$ cat config.mk
export PLATFORM = sky130hd
export DESIGN_NAME = sram_arbiter
export DESIGN_NICKNAME = d
export VERILOG_FILES = /design/src/rtl/cpu_mem_pkg.sv /design/src/rtl/sram_arb_prio.sv /design/src/rtl/sram_arbiter.sv
export SDC_FILE = /design/constraint.sdc
export NUM_CORES = 1
export LEC_CHECK = 0
export BUFFER_PORTS_ARGS = -buffer_cell sky130_fd_sc_hd__buf_2
export CAP_MARGIN = 20
export CORE_ASPECT_RATIO = 1.2
export CORE_MARGIN = 2
export CORE_UTILIZATION = 26
export CTS_BUF_LIST = sky130_fd_sc_hd__clkbuf_2 sky130_fd_sc_hd__clkbuf_4 sky130_fd_sc_hd__clkbuf_8
export CTS_CLUSTER_DIAMETER = 80
export DETAILED_ROUTE_END_ITERATION = 16
export PLACE_DENSITY = 0.8
export SLEW_MARGIN = 20
export SYNTH_ARGS = -nofsm -noshare
export SYNTH_HDL_FRONTEND = slang
export SYNTH_HIERARCHICAL = 1
export SYNTH_SLANG_ARGS = --single-unit
$ cat constraint.sdc
create_clock -name clk -period 1.48 [get_ports clk]
set_input_delay 0.222 -clock clk [delete_from_list [all_inputs] [get_ports clk]]
set_output_delay 0.222 -clock clk [all_outputs]
set_load 0.02 [all_outputs]
$ cat src/rtl/cpu_mem_pkg.sv
// Shared constants for the CPU-side SRAM path: default widths, read-owner encoding
// and the starvation counter helpers used by the fetch/data arbiter.
package cpu_mem_pkg;

  localparam int unsigned ADDR_W_DFLT     = 8;
  localparam int unsigned DATA_W_DFLT     = 16;
  localparam int unsigned MAX_CONSEC_DFLT = 4;
  localparam int unsigned CNT_W           = 4;

  // Read-owner encoding, also the bit index into the grant vector.
  localparam logic OWN_IF = 1'b0;
  localparam logic OWN_D  = 1'b1;

  typedef logic [1:0]       gnt_vec_t;
  typedef logic [CNT_W-1:0] starve_cnt_t;

  // Counter only advances while fetch is actually being held off by a data grant.
  function automatic starve_cnt_t starve_next(input starve_cnt_t cnt,
                                              input logic        if_req,
                                              input gnt_vec_t    gnt,
                                              input starve_cnt_t max_cnt);
    starve_cnt_t nxt;
    nxt = cnt;
    if (!if_req || gnt[OWN_IF]) begin
      nxt = '0;
    end else if (gnt[OWN_D] && (cnt < max_cnt)) begin
      nxt = cnt + starve_cnt_t'(1);
    end
    return nxt;
  endfunction

endpackage

$ cat src/rtl/sram_arb_prio.sv
// Grant selection between fetch and data: data wins unless fetch has waited out
// MAX_CONSEC consecutive data grants.
module sram_arb_prio
  import cpu_mem_pkg::*;
#(
  parameter int unsigned MAX_CONSEC = MAX_CONSEC_DFLT
) (
  input  logic        if_req,
  input  logic        d_req,
  input  starve_cnt_t starve_cnt,
  output gnt_vec_t    gnt
);

  localparam starve_cnt_t MaxCnt = starve_cnt_t'(MAX_CONSEC);

  always_comb begin
    gnt = '0;
    if (if_req && d_req) begin
      if (starve_cnt >= MaxCnt) begin
        gnt[OWN_IF] = 1'b1;
      end else begin
        gnt[OWN_D] = 1'b1;
      end
    end else if (if_req) begin
      gnt[OWN_IF] = 1'b1;
    end else if (d_req) begin
      gnt[OWN_D] = 1'b1;
    end
  end

endmodule

$ cat src/rtl/sram_arbiter.sv
// Single-port SRAM arbiter between instruction fetch (port 0) and load/store (port 1);
// read data passes through to the port that owned the read one cycle earlier.
module sram_arbiter
  import cpu_mem_pkg::*;
#(
  parameter int unsigned ADDR_W     = ADDR_W_DFLT,
  parameter int unsigned DATA_W     = DATA_W_DFLT,
  parameter int unsigned MAX_CONSEC = MAX_CONSEC_DFLT
) (
  input  logic              clk,
  input  logic              reset,
  input  logic              if_req,
  input  logic [ADDR_W-1:0] if_addr,
  output logic              if_gnt,
  output logic              if_rvalid,
  output logic [DATA_W-1:0] if_rdata,
  input  logic              d_req,
  input  logic              d_we,
  input  logic [ADDR_W-1:0] d_addr,
  input  logic [DATA_W-1:0] d_wdata,
  output logic              d_gnt,
  output logic              d_rvalid,
  output logic [DATA_W-1:0] d_rdata,
  output logic              mem_en,
  output logic              mem_we,
  output logic [ADDR_W-1:0] mem_addr,
  output logic [DATA_W-1:0] mem_wdata,
  input  logic [DATA_W-1:0] mem_rdata
);

  localparam starve_cnt_t MaxCnt = starve_cnt_t'(MAX_CONSEC);

  gnt_vec_t    gnt;
  starve_cnt_t starve_cnt_q, starve_cnt_d;
  logic        rd_valid_q;
  logic        rd_owner_q;

  sram_arb_prio #(
    .MAX_CONSEC (MAX_CONSEC)
  ) u_prio (
    .if_req     (if_req),
    .d_req      (d_req),
    .starve_cnt (starve_cnt_q),
    .gnt        (gnt)
  );

  assign if_gnt = gnt[OWN_IF];
  assign d_gnt  = gnt[OWN_D];
  assign mem_en = if_gnt | d_gnt;

  always_comb begin
    mem_we    = 1'b0;
    mem_addr  = '0;
    mem_wdata = '0;
    if (d_gnt) begin
      mem_we    = d_we;
      mem_addr  = d_addr;
      mem_wdata = d_wdata;
    end else if (if_gnt) begin
      mem_addr  = if_addr;
    end
  end

  assign starve_cnt_d = starve_next(starve_cnt_q, if_req, gnt, MaxCnt);

  always_ff @(posedge clk or negedge reset) begin
    if (!reset) begin
      starve_cnt_q <= '0;
      rd_valid_q   <= 1'b0;
      rd_owner_q   <= OWN_IF;
    end else begin
      starve_cnt_q <= starve_cnt_d;
      rd_valid_q   <= mem_en & ~mem_we;
      if (mem_en && !mem_we) begin
        rd_owner_q <= d_gnt ? OWN_D : OWN_IF;
      end
    end
  end

  always_comb begin
    if_rvalid = rd_valid_q && (rd_owner_q == OWN_IF);
    d_rvalid  = rd_valid_q && (rd_owner_q == OWN_D);
    if_rdata  = if_rvalid ? mem_rdata : '0;
    d_rdata   = d_rvalid ? mem_rdata : '0;
  end

endmodule
==> metrics.txt <==
outcome=finished with violations; failing checks=setup timing; vias in the first global route=1,166; GRT overflow=0; area share of the largest cell type after synthesis=0.291; post-route setup TNS=-5570 ps; met1 wire length=1280 µm; Synth Area in Simple Gates=0.555; first drt pass iteration count=4; fraction of the mapped netlist area in adder cells=0.0166; worst min path class=in -> reg; DR top layer=met4; Synth Area in XOR/XNOR=0; Post-synth EDFFs=0; P per Cell Area=533 nW/µm²; max-cap violations=0; number of diodes=0; relative slew slack=0.859; top post-synthesis cells by area=and2_1 29%, dfrtp_1 20%, and3_1 13%, a22o_1 9.3%, nand3b_1 4.0%; Avg WL per Cell=14.6 µm; largest family of logic cells by synthesized area=simple AND/OR/NAND/NOR gates; I/O Pins=115; largest area contributor in the netlist=and2_1; async set-reset flop share out of synthesis=1.00; mux cell area share after synthesis=0.0266; share of layout cells above drive strength 1=0.737; post-route cell area=1820 µm²; largest net degree at the start of global routing=31; TritonCTS clock tree=yes; fill count=235; Critical Path Most Common Cell=buf_6; crit-path max FO=8; crit-path cells=o21ai_1, and2_4, buf_6, clkbuf_16, a22o_4, buf_6; Critical Path AT=1510 ps; CP delay by family, top=buffers and inverters; Setup CP Type=reg -> out; fin crit period=1730 ps; RSZ-0062 raised after global routing=yes; die width=53.1 µm; total number of vias=roughly 1,200; Final Max Slew Viols=0; Die Area=between 3000 and 4000 µm²; Routed Antenna Nets=0; Post-DP Area=about 1500 µm²; FP Rows=21; initial antenna violation count=0; die height=approximately 63 µm; Avg Inst Size Synth=7.77 µm²; Slew @ Worst Pin=211 ps; Syn Inst Count=between 90 and 100; Multi-input gate area=roughly 680 µm²; CP max stage cell=dfrtp_1; global-route wire length before repair=5020 µm; CTS root buf=clkbuf_4; Synth Flop Type=dfrtp_1; Clock transition at path regs=50 ps; post-DP HPWL=2490 µm; critical path buffer and inverter count=3; total leakage power=1.09 nW; CTS buffer count=3; fin crit share=1.17; setup violators final=29; register area share after synthesis=0.199; nets=280; Reg area=151 µm²; vias per cell=4.72; met2 WL=a little over 2000 µm; Starting Density=0.270; clk buf depth=2; fin worst setup slack=-254 ps; I/O Buffers=114; Crit path required time=1260 ps; clk_lat worst skew=around 250 ps; DP Worst Slack=-29.9 ps; worst vdd ir=roughly 0.41 mV; total track usage=0.196; mapped cell area=753 µm²; most frequent cells after synthesis=35 x and2_1, 16 x and3_1, 8 x a22o_1; hold_ws=181 ps; H-tree Lvls=1; Core Box Area=2790 µm²; final hold violation count=0; drc violations=0; post-route clock skew=between 3 and 4 ps; fin util=0.655; synth warn=6; drt first-iter violations=13; largest stage delay on the critical path=roughly 370 ps; Setup crit start kind=register; RD Place Congestion=about 0.81; met3 wire len=416 µm; count leader, synth=and2_1; fmax=577 MHz; P&R area growth vs syn=142%; Syn Nets=151; DRT Wirelength=3770 µm; CTS Sinks=6; compound-gate portion of the synthesized area=0.125; critical path endpoint category=output port; Synth cell types=23; Seq cells post-synth=6
what timing repair did:
action / 4_1_cts / 5_1_grt
endpoints found under the setup margin: 27 / 45
pin swaps: 2 / 0
endpoints found under the hold margin: 6 / 0
setup buffers: 1 / 2
resized for setup: 54 / 13
hold buffers: 1 / 0
gates cloned: 1 / 4
worst paths after layout:
| path | cells after the start | to | slack [ps] | startpoint |
|---|---|---|---|---|
| setup / recovery | 6 | mem_addr[3] | -250 | starve_cnt_q[3] |
| hold / removal | 2 | rd_owner_q | 180 | d_we |
| setup reg to reg | 6 | starve_cnt_q[1] | -20 | starve_cnt_q[3] |
| hold reg to reg | 2 | starve_cnt_q[1] | 560 | starve_cnt_q[1] |
| max in group asynchronous | 2 | rd_owner_q | 970 | reset |
| min in group asynchronous | 2 | starve_cnt_q[3] | 340 | reset |
kinds of logic after synthesis:
group,after synthesis
mux,2
flops,6
fa+ha+maj,1
compound gates,12
buf+inv,12
simple gates,64
sequential cells by signal, summed over array words and instances (netlist names):
name	cells
rd_valid_q	1
rd_owner_q	1
starve_cnt_q	4
layout make-up:
| cell class | count | share of cell area |
|---|---|---|
| clock buffers | 3 | 0.0124 |
| inverters | 5 | 0.0103 |
| multi-input cells | 81 | 0.375 |
| flip-flops and latches | 6 | 0.0830 |
| well taps | 34 | 0.0233 |
| repair buffers | 129 | 0.496 |
power by group:
part           switching, W  internal, W  total, W
clock             0.0000662    0.0000922  0.000158
sequential        0.0000155     0.000174  0.000190
combinational      0.000313     0.000310  0.000623
cells in the final DEF, fill, tap and decap left out, types with 4 or more instances in the layout:
master	synthesis	final
buf_2	1	87
buf_6	1	32
and2_1	35	17
and3_1	16	16
and2_2	0	13
a22o_4	0	8
buf_4	1	7
and2_4	0	5
inv_1	5	5
dfrtp_1	6	5
nand3b_1	4	4
layer usage:
metal | vias to the layer above | track usage
met5 | - | 0
met4 | 0 | 0.0513
met3 | 6 | 0.0574
met2 | 85 | 0.377
met1 | 544 | 0.193
li1 | 583 | -
per-stage QoR:
stage               instances  power, W
global route              258   0.00102
CTS                       252  0.000919
floorplan                  97  0.000493
finish                    258  0.000971
detailed placement        246  0.000698
global placement          246  0.000691
Note: power is estimated with default switching activity, not from simulation.
